## config.mk

```make
export PLATFORM = sky130hd
export DESIGN_NAME = cfglut_loader
export DESIGN_NICKNAME = d
export VERILOG_FILES = /design/src/rtl/cfglut_pkg.sv /design/src/rtl/cfglut_readback.sv /design/src/rtl/cfglut_loader.sv
export SDC_FILE = /design/constraint.sdc
export NUM_CORES = 1
export LEC_CHECK = 0
export ABC_AREA = 1
export ABC_CLOCK_PERIOD_IN_PS = 1900
export BUFFER_PORTS_ARGS = -buffer_cell sky130_fd_sc_hd__buf_2
export CORE_MARGIN = 1.5
export CORE_UTILIZATION = 50
export DETAILED_ROUTE_END_ITERATION = 12
export GPL_ROUTABILITY_DRIVEN = 0
export PLACE_DENSITY = 0.88
export SYNTH_ARGS = -nofsm -noshare
export SYNTH_HDL_FRONTEND = slang
export SYNTH_SLANG_ARGS = --single-unit
```

## constraint.sdc

```tcl
create_clock -name clk -period 1.9 [get_ports clk]
set_clock_uncertainty 0.2 [all_clocks]
set_input_delay 0.38 -clock clk [delete_from_list [all_inputs] [get_ports clk]]
set_output_delay 0.38 -clock clk [all_outputs]
set_load 0.05 [all_outputs]
```

## src/rtl/cfglut_pkg.sv

```systemverilog
// Shared types and constants for the CFGLUT5 reconfiguration loader.
package cfglut_pkg;

  localparam int unsigned CFGLUT5_BITS = 32;

  typedef enum logic [1:0] {
    IDLE   = 2'd0,
    SHIFT  = 2'd1,
    FINISH = 2'd2
  } cfglut_state_e;

endpackage

```

## src/rtl/cfglut_readback.sv

```systemverilog
// Readback capture for the CFGLUT5 loader: follows CDO of the lowest-index
// selected LUT while shifting and publishes the captured word when the load
// finishes. Only instantiated when CFGLUT_READBACK_EN is defined.
module cfglut_readback
  import cfglut_pkg::*;
#(
  parameter int unsigned NUM_LUT  = 10,
  parameter int unsigned LUT_BITS = CFGLUT5_BITS
) (
  input  logic                clk_i,
  input  logic                reset_i,
  input  logic                shift_en_i,
  input  logic                commit_i,
  input  logic [NUM_LUT-1:0]  lut_sel_i,
  input  logic [NUM_LUT-1:0]  cdo_i,
  output logic [LUT_BITS-1:0] rdback_data_o
);

  logic                cdo_sel;
  logic [LUT_BITS-1:0] cap_q;
  logic [LUT_BITS-1:0] rdback_q;
  logic                valid_q;

  // Priority select: scanning high to low lets the lowest selected index win.
  always_comb begin
    cdo_sel = 1'b0;
    for (int unsigned i = 0; i < NUM_LUT; i++) begin
      if (lut_sel_i[NUM_LUT-1-i]) cdo_sel = cdo_i[NUM_LUT-1-i];
    end
  end

  // Capture one CDO bit per shift cycle (first sample ends at MSB); publish on finish.
  always_ff @(posedge clk_i) begin
    if (reset_i) begin
      cap_q    <= '0;
      rdback_q <= '0;
      valid_q  <= 1'b0;
    end else begin
      if (shift_en_i) begin
        cap_q   <= {cap_q[LUT_BITS-2:0], cdo_sel};
        valid_q <= 1'b1;
      end
      // valid_q keeps zero-mask loads (no shift cycles) from touching the result.
      if (commit_i && valid_q) begin
        rdback_q <= cap_q;
        valid_q  <= 1'b0;
      end
    end
  end

  assign rdback_data_o = rdback_q;

endmodule

```

## src/rtl/cfglut_loader.sv

```systemverilog
// CFGLUT5 reconfiguration loader: serialises a LUT_BITS-wide table MSB-first
// onto the shared CDI line while asserting CE on the selected LUTs.
// Optional build macro CFGLUT_READBACK_EN enables capture of the previous
// contents of the lowest-index selected LUT via its CDO pin.
module cfglut_loader
  import cfglut_pkg::*;
#(
  parameter int unsigned NUM_LUT  = 10,
  parameter int unsigned LUT_BITS = CFGLUT5_BITS
) (
  input  logic                clk,
  input  logic                reset,
  input  logic                req_valid,
  output logic                req_ready,
  input  logic [LUT_BITS-1:0] req_data,
  input  logic [NUM_LUT-1:0]  req_mask,
  output logic                cdi,
  output logic [NUM_LUT-1:0]  ce,
  input  logic [NUM_LUT-1:0]  cdo,
  output logic                busy,
  output logic                done,
  output logic [LUT_BITS-1:0] rdback_data
);

  localparam int unsigned CNT_W = $clog2(LUT_BITS);

  cfglut_state_e       state_q;
  logic [CNT_W-1:0]    cnt_q;
  logic [LUT_BITS-1:0] sr_q;
  logic [NUM_LUT-1:0]  ce_q;
  logic                cdi_q;
  logic                req_ready_q;
  logic                busy_q;
  logic                done_q;

  // Load sequencer; ce_q doubles as the registered request mask during SHIFT.
  always_ff @(posedge clk) begin
    if (reset) begin
      state_q     <= IDLE;
      cnt_q       <= '0;
      sr_q        <= '0;
      ce_q        <= '0;
      cdi_q       <= 1'b0;
      req_ready_q <= 1'b0;
      busy_q      <= 1'b0;
      done_q      <= 1'b0;
    end else begin
      done_q <= 1'b0;
      unique case (state_q)
        IDLE: begin
          req_ready_q <= 1'b1;
          if (req_valid && req_ready_q) begin
            req_ready_q <= 1'b0;
            busy_q      <= 1'b1;
            if (|req_mask) begin
              state_q <= SHIFT;
              cnt_q   <= CNT_W'(LUT_BITS - 1);
              cdi_q   <= req_data[LUT_BITS-1];
              sr_q    <= {req_data[LUT_BITS-2:0], 1'b0};
              ce_q    <= req_mask;
            end else begin
              state_q <= FINISH;
            end
          end
        end
        SHIFT: begin
          if (cnt_q == '0) begin
            state_q <= FINISH;
            ce_q    <= '0;
            cdi_q   <= 1'b0;
          end else begin
            cnt_q <= cnt_q - 1'b1;
            cdi_q <= sr_q[LUT_BITS-1];
            sr_q  <= {sr_q[LUT_BITS-2:0], 1'b0};
          end
        end
        FINISH: begin
          state_q     <= IDLE;
          done_q      <= 1'b1;
          busy_q      <= 1'b0;
          req_ready_q <= 1'b1;
        end
        default: begin
          state_q <= IDLE;
          ce_q    <= '0;
          cdi_q   <= 1'b0;
          busy_q  <= 1'b0;
        end
      endcase
    end
  end

  assign req_ready = req_ready_q;
  assign cdi       = cdi_q;
  assign ce        = ce_q;
  assign busy      = busy_q;
  assign done      = done_q;

`ifdef CFGLUT_READBACK_EN
  cfglut_readback #(
    .NUM_LUT  (NUM_LUT),
    .LUT_BITS (LUT_BITS)
  ) u_readback (
    .clk_i         (clk),
    .reset_i       (reset),
    .shift_en_i    (state_q == SHIFT),
    .commit_i      (state_q == FINISH),
    .lut_sel_i     (ce_q),
    .cdo_i         (cdo),
    .rdback_data_o (rdback_data)
  );
`else
  logic unused_cdo;
  assign unused_cdo  = ^cdo;
  assign rdback_data = '0;
`endif

endmodule

```

Word level (Yosys, flattened, before mapping):

Cells that the tools add are included.
Widths: inputs -> output; s select.

* bits in registers: 53
* input bits: 55
* output and inout port bits: 46
* logic and storage cells: 53

* eq/ne operators: 6
* $add $sub $neg: 1
* bitwise logic cells: 2
* mux-type cells: 25
* reduce and logical (&&, ||, !) cells: 11

Operator list (count)
* $mux 32: 3
* $pmux 32 s2: 1
* $mux 10: 3
* $pmux 10 s3: 1
* $mux 5: 3
* $pmux 5 s2: 1
* $reduce_or 10->1: 1
* $ne 2x2->1 const B: 4
* $reduce_and 4->1: 2
* $mux 1: 6
* $mux 2: 3
* $logic_not 5->1: 1
* $sub 5x1->5 const B: 1
* $pmux 1 s2: 2
* $pmux 2 s2: 1
* $reduce_and 2->1: 2
* $reduce_bool 2->1: 2
* $pmux 1 s3: 1
* $reduce_and 3->1: 1
* $eq 2x1->1 const B: 1
* $eq 2x2->1 const B: 1
* $logic_not 2->1: 1
* $not 1->1: 2
* $logic_and 1x1->1: 1

Depth between registers and ports, before layout:

Gate-level depths: netlist (run 1).

* depth after elaboration: 4
* depth in mapped cells: 11
* mapped depth without buffers: 9

Worst setup path before layout (run 1):

Ideal clock, no wire load.

* path type: reg2reg
* start point: register req_ready_q (netlist: req_ready)
* end point: register ce_q[6] (netlist: ce[6])
* path buffers: 1
* arrival: 1.478 ns
* period minus slack after synthesis: 1.791 ns
* setup slack: 0.109 ns
* library setup time: 0.113 ns
* cell stages (with the launch flop): 8
* data required time: 1.587 ns
* cells stage by stage: dfxtp_1 -> nand2_1 -> nand2_1 -> a21boi_4 -> nand3_2 -> buf_6 -> nor2_1 -> nor2_1

* cells in the longest elaborated chain, start to end: 3

RTL lines
* start, declared: line cfglut_loader.sv:32 `logic req_ready_q;`
* start signal, assigned: line cfglut_loader.sv:44 `req_ready_q <= 1'b0;`
* start signal, assigned: line cfglut_loader.sv:51 `req_ready_q <= 1'b1;`
* start signal, assigned: line cfglut_loader.sv:53 `req_ready_q <= 1'b0;`
* $logic_and 1x1->1: line cfglut_loader.sv:52 `if (req_valid && req_ready_q) begin`
* $ne 2x2->1 (no line)
* $reduce_and 4->1 (no line)
* end signal, assigned: line cfglut_loader.sv:60 `ce_q <= req_mask;`
* end, declared: line cfglut_loader.sv:30 `logic [NUM_LUT-1:0] ce_q;`

Every way passes these cells.
A chain may end at the register's enable or synchronous reset.

Final worst setup path (run 1):

* start point: register cnt_q[0]
* end point: register sr_q[21]

* cells in the longest elaborated chain, start to end: 3

RTL lines
* start, declared: line cfglut_loader.sv:28 `logic [CNT_W-1:0] cnt_q;`
* start signal, assigned: line cfglut_loader.sv:57 `cnt_q <= CNT_W'(LUT_BITS - 1);`
* start signal, assigned: line cfglut_loader.sv:72 `cnt_q <= cnt_q - 1'b1;`
* $logic_not 5->1: line cfglut_loader.sv:67 `if (cnt_q == '0) begin`
* $ne 2x2->1 (no line)
* $reduce_and 4->1 (no line)
* end signal, assigned: line cfglut_loader.sv:59 `sr_q <= {req_data[LUT_BITS-2:0], 1'b0};`
* end signal, assigned: line cfglut_loader.sv:74 `sr_q <= {sr_q[LUT_BITS-2:0], 1'b0};`
* end, declared: line cfglut_loader.sv:29 `logic [LUT_BITS-1:0] sr_q;`

Every way passes these cells.

==> results of run 1 <==
-- state kept, by name (all words and copies together), names as in the netlist --
name	cells
cnt_q	5
cdi	1
req_ready	1
ce	10
sr_q	31
state_q	2
busy	1
done	1
-- worst register-to-register path: stages, from the launching register on --
cell and delay, ns:
dfxtp_1 0.32, inv_1 0.07, ha_1 0.25, nand3_2 0.10, nand2_1 0.10, nand2_2 0.13
nand2_4 0.10, buf_6 0.16, o21ai_0 0.16, nor2_1 0.06
-- layer usage --
layer	wire length, µm	GRT usage [%]
met1	2590	23.7
met2	2710	33.3
met3	271	3.65
met4	64	5.82
met5	0	0
-- cells by family after synthesis --
logic type | after synthesis
adder cells (fa/ha/maj) | 1
buffers and inverters | 85
flip-flops | 52
XOR/XNOR | 1
AO/OA/AOI/OAI | 40
AND/OR/NAND/NOR | 252
other | 1
-- repair_timing --
item,CTS,global route
pin swaps,0,0
setup endpoints to repair,30,42
gates resized for setup,1,7
gates cloned,0,0
hold buffers,0,0
-- power by group --
part           leakage (µW)  switching, µW  internal (µW)  total (µW)
registers          0.000429           74.5           1240        1310
clock network     0.0000455            354            298         651
logic               0.00121            703            306        1010
total               0.00168           1130           1840        2970
-- cell type report --
class                   count  share of cell area, %
multi-input cells         326                   44.1
flip-flops and latches     52                   33.0
repair buffers             71                   13.2
inverters                  32                   3.97
clock buffers               8                   2.86
well taps                  70                   2.78
-- worst min path at each step --
stage,cells after the start,slack (ns),startpoint,endpoint
global route,2,0.13,reset,cnt_q[2]$_SDFFE_PP0P_
detailed placement,2,0.26,sr_q[1]$_SDFFE_PP0P_,sr_q[1]$_SDFFE_PP0P_
global placement,2,0.26,sr_q[1]$_SDFFE_PP0P_,sr_q[1]$_SDFFE_PP0P_
CTS,2,0.10,reset,busy$_SDFFE_PP0P_
floorplan,2,0.23,sr_q[1]$_SDFFE_PP0P_,sr_q[1]$_SDFFE_PP0P_
finish,2,0.11,reset,busy$_SDFFE_PP0P_
-- through the flow --
stage | TNS, ns | power (µW) | setup slack [ns]
final | 0 | 2970 | 0.153
after global placement | -0.0246 | 2300 | -0.00460
after global routing | 0 | 3160 | 0.00308
after detailed placement | -0.483 | 2330 | -0.0443
after CTS | 0 | 2970 | 0.0782
after floorplan | 0 | 2180 | 0.109
-- layout by cell type, fill, tap and decap left out, types with 5 or more instances in the layout --
cell type | netlist | layout
buf_4 | 33 | 10
nand2_1 | 137 | 136
inv_1 | 26 | 26
clkbuf_8 | 0 | 6
o21ai_1 | 23 | 25
a21oi_1 | 7 | 7
buf_2 | 4 | 58
nand4_1 | 7 | 7
nor2_1 | 90 | 90
inv_2 | 6 | 5
conb_1 | 1 | 32
dfxtp_1 | 52 | 52
nand3_1 | 8 | 8
o21ai_0 | 8 | 6
==> impl_metrics.ini, run 1 <==
[outcome]
outcome = complete, no violations

[worst_setup_path]
endpoint = sr_q[21]$_SDFFE_PP0P_
cp.arrival_ns = 1.76
crit_buf_inv = 2
r2r_start = cnt_q[0]$_SDFFE_PP0P_
crit_path_end_kind = flop
crit_family = simple AND/OR/NAND/NOR gates
crit_type = reg -> reg
required_ns = 1.91
startpoint_type = flop
slowest_stage = dfxtp_1
ff2ff_path_depth = 9
rr_endpoint = sr_q[21]$_SDFFE_PP0P_
worstSetupStartpoint = cnt_q[0]$_SDFFE_PP0P_
cp_cell_sequence = inv_1 -> ha_1 -> nand3_2 -> nand2_1 -> nand2_2 -> nand2_4 -> buf_6 -> o21ai_0 -> nor2_1
crit_cells = 9
cpPeakStageDelay_ns = 0.32
crit_fanout = 14
rrSetupSlack_ns = 0.15

[logic_synthesis]
ys_warn_count = 0
avgSynthCellArea_um2 = 6.45
syn_inst = 432
synthTopCellsByArea = dfxtp_1, nand2_1, nor2_1
synth_top_family_by_area = simple AND/OR/NAND/NOR gates
synth_most_common_cell = nand2_1
synth_compound_area_share_pct = 7.86
synth_flop_cell = dfxtp_1
ys_seq_area_share_pct = 37.4
yosys.area.top_type_share_pct = 37.4
synthXorXnorAreaFrac_pct = 0.314
synth_edf_count = 0
ys_top_cells_by_count = nand2_1, nor2_1, dfxtp_1
syn_area_um2 = 2790
yosysTopAreaCell = dfxtp_1
yosysUniqueCellTypes = 26
yosys.area_share.simple_pct = 36.5
synth.area.mux_share_pct = 0
async_flop_share_pct = 0
synth-seq-cells = 52
synth_fa_ha_area_share_pct = 0.449

[layout]
drive_gt1_share_pct = 19.0
final_util_pct = 60.2
final_area_um2 = 3150
fill_cells = 503
regArea_um2 = 1040
layout.cells.non_filler = 559
areaGrowthSynthToFinish_pct = 13.1
n_antenna_cell = 0
fin_nets = 544
multi_input_area_um2 = 1390

[min_path]
min_path_type = in -> reg

[timing]
max_freq_mhz = 572
fin_crit_sh_pct = 92.0
hold_ws_ns = 0.110
slew_viol_final = 0
min_period_ns = 1.75
hold_viol_final = 0
setup_viol_count_final = 0
rsz0062_at_grt = no

[clock_tree]
cts_tree = built
clkLatencyLatePin_ns = 0.31
clk_pin_slew_ns = 0.09
cts_sinks = 52
cts-root-buf = clkbuf_8
cts_max_level = 2
postCtsSetupBuffers = 0
clockBufferDepth = 2
cts_buffers = 5

[grt]
grt_pass1_vias = 2235
gr-usage-all-layers_pct = 19.1
grt_pass1_wl_um = 9430
overflow = 0
antenna_found_initial = 0
grt_max_degree = 48

[route]
drt_first_pass_iters = 4
finalWirelength_um = 5630
drtAntennaViolNets = 0
drc_errors = 0
wl_per_cell_um = 10.1
vias_per_cell = 4.64
vias = 2591
drt_iter0_drc = 171

[floorplan]
io_pins = 101
die_h_um = 77.7
core-area_um2 = 5240
die-area_um2 = 6030
num_rows = 26
start_util_pct = 53.2
die_w_um = 77.7

[pwr]
power_density_nw_per_um2 = 944
leakagePower_uw = 0.00168
ir_worst_vdd_mv = 0.512

[run]
maxCapViolations = 0

[place]
place_inst = 551
dp_hpwl_um = 3980
place_area_um2 = 3040
portBuffers = 58
Note: power is estimated with default switching activity, not from simulation.
==> run 2, diff against run 1 <==
--- a/config.mk
+++ b/config.mk
@@ -12,6 +12,7 @@
 export CORE_UTILIZATION = 50
 export DETAILED_ROUTE_END_ITERATION = 12
 export GPL_ROUTABILITY_DRIVEN = 0
+export GPL_TIMING_DRIVEN = 0
 export PLACE_DENSITY = 0.88
 export SYNTH_ARGS = -nofsm -noshare
 export SYNTH_HDL_FRONTEND = slang
==> run 2 against run 1 <==
Compared with the run above: fmax shrank 1.6%; design area is 9.6% higher; critical path depth shrank 1; sequential share of layout area is 2.9 points lower; critical endpoint is now ce[9]$_SDFFE_PP0P_; sequential power barely moved; routed wire length is 7.7% higher; highest routed layer unchanged.
==> impl_metrics.ini, run 2 (synthesis results as in run 1) <==
[worst_setup_path]
cpPeakStageDelay_ns = 0.47
startpoint_type = flop
cp_cell_sequence = nor2_2 -> buf_4 -> a21boi_4 -> nand3_2 -> buf_6 -> nand2_1 -> nand2_1 -> nor2_1
crit_fanout = 10
crit_path_end_kind = flop
required_ns = 1.95
crit_buf_inv = 2
cp.arrival_ns = 1.83
crit_type = reg -> reg
crit_family = flip-flops
slowest_stage = dfxtp_1
critPathMostFrequentCell = nand2_1

[floorplan]
io_pins = 101
num_rows = 26
core-area_um2 = 5240
die_h_um = 77.7
die_w_um = 77.7
start_util_pct = 53.2
die-area_um2 = 6030

[grt]
antenna_found_initial = 0
grt_pass1_vias = 2461
grt_pass1_wl_um = 9950
grt_max_degree = 17
gr-usage-all-layers_pct = 20.2
overflow = 0

[pwr]
leakagePower_uw = 0.00189
seqPwrFrac_pct = 41.4
p_comb_share_pct = 34.8
total_power_uw = 3180
p_switching_uw = 1180
ir_worst_vdd_mv = 0.494
power.share.clock_pct = 23.8
p_int_uw = 2000
swShare_pct = 37.1
power_density_nw_per_um2 = 921

[layout]
fin_nets = 589
top_register = sr_q
layout_common_cells = nand2_1, nor2_1, buf_2
fill_cells = 463
areaGrowthSynthToFinish_pct = 24.0
n_antenna_cell = 0
final_common_cell = nand2_1
final_util_pct = 66.0
drive_gt1_share_pct = 25.3
largest_reg_flops = 31
layout.cells.non_filler = 604

[route]
drc_errors = 0
wl_met3_um = 399
wl_met2_um = 2980
drt_iter0_drc = 145
drtAntennaViolNets = 0
vias = 2759
maxUsedRoutingLayer = met4
wl_per_cell_um = 10.0
finalWirelength_um = 6060
vias_per_cell = 4.57
drt_first_pass_iters = 4
wl_met1_um = 2600

[outcome]
outcome = complete, no violations

[timing]
rsz0062_at_grt = no
setup_viol_count_final = 0
min_period_ns = 1.78
fin_crit_sh_pct = 93.5
max_freq_mhz = 563
slew_viol_final = 0
hold_viol_final = 0

[clock_tree]
cts_sinks = 52
clk_pin_slew_ns = 0.10
clkLatencyLatePin_ns = 0.31
cts_buffers = 5
hold_buffers = 0
cts-root-buf = clkbuf_8
clockBufferDepth = 2
cts_tree = built
cts_max_level = 2

[run]
maxCapViolations = 0

[place]
portBuffers = 58
place_inst = 591
dp_hpwl_um = 4380

[min_path]
min_path_type = in -> reg
[run 2: cell count changes in the layout (fill, tap and decap cells not counted), sizes merged]
| cell | delta |
|---|---|
| buf | +33 |
| bufinv | +1 |
| clkbuf | +8 |
| clkinv | +1 |
| clkinvlp | +1 |
| nor2 | +1 |
[run 2: per-layer routing]
metal | GRT usage, % | vias to the layer above
li1 | - | 1461
met4 | 6.55 | 0
met2 | 37.5 | 94
met1 | 22.4 | 1196
met5 | 0 | -
met3 | 4.82 | 8
[run 2: layout make-up]
cell class	count	area, µm²	area share (%)
Buffer	53	368	10.6
Clock buffer	5	68.8	1.99
Clock inverter	3	42.5	1.23
Inverter	32	120	3.48
Multi-Input combinational cell	327	1410	40.7
Sequential cell	52	1040	30.1
Tap cell	70	87.6	2.53
Timing Repair Buffer	62	320	9.27
[run 2: power by group through the flow]
stage	clock [µW]	sequential [µW]	combinational [µW]
5_1_grt	814	1330	1230
6_report	759	1320	1110
2_1_floorplan	0	1460	720
4_1_cts	766	1310	1060
3_3_place_gp	0	1330	1030
3_5_place_dp	0	1340	1060
[run 2: final timing paths]
kind | startpoint | end | slack, ns | cells after the start
min reg2reg | sr_q[1]$_SDFFE_PP0P_ | sr_q[1]$_SDFFE_PP0P_ | 0.29 | 2
max | state_q[1]$_SDFFE_PP0P_ | ce[9]$_SDFFE_PP0P_ | 0.12 | 8
min | reset | cnt_q[2]$_SDFFE_PP0P_ | 0.12 | 2
max reg2reg | state_q[1]$_SDFFE_PP0P_ | ce[9]$_SDFFE_PP0P_ | 0.12 | 8
[run 2: metrics by stage]
stage               TNS, ns  hold slack [ns]  setup WS, ns  cell area, µm²
floorplan                 0            0.233         0.109            2900
global placement          0            0.263       0.00552            3280
detailed placement  -0.0880            0.265       -0.0283            3280
CTS                       0            0.100        0.0116            3400
global route              0           0.0933       0.00153            3460
finish                    0            0.119         0.124            3460
[run 2: repair_timing]
| item | 4_1_cts | 5_1_grt |
|---|---|---|
| resized for setup | 2 | 9 |
| pin swaps | 0 | 2 |
| buffers inserted | 0 | 4 |
| setup endpoints to repair | 24 | 42 |
| gates cloned | 0 | 1 |
[run 2: worst reg2reg max path: stages, from the launching register on]
cell and delay [ns]:
dfxtp_1 0.47, nor2_2 0.12, buf_4 0.16, a21boi_4 0.23, nand3_2 0.16, buf_6 0.18
nand2_1 0.06, nand2_1 0.04, nor2_1 0.09
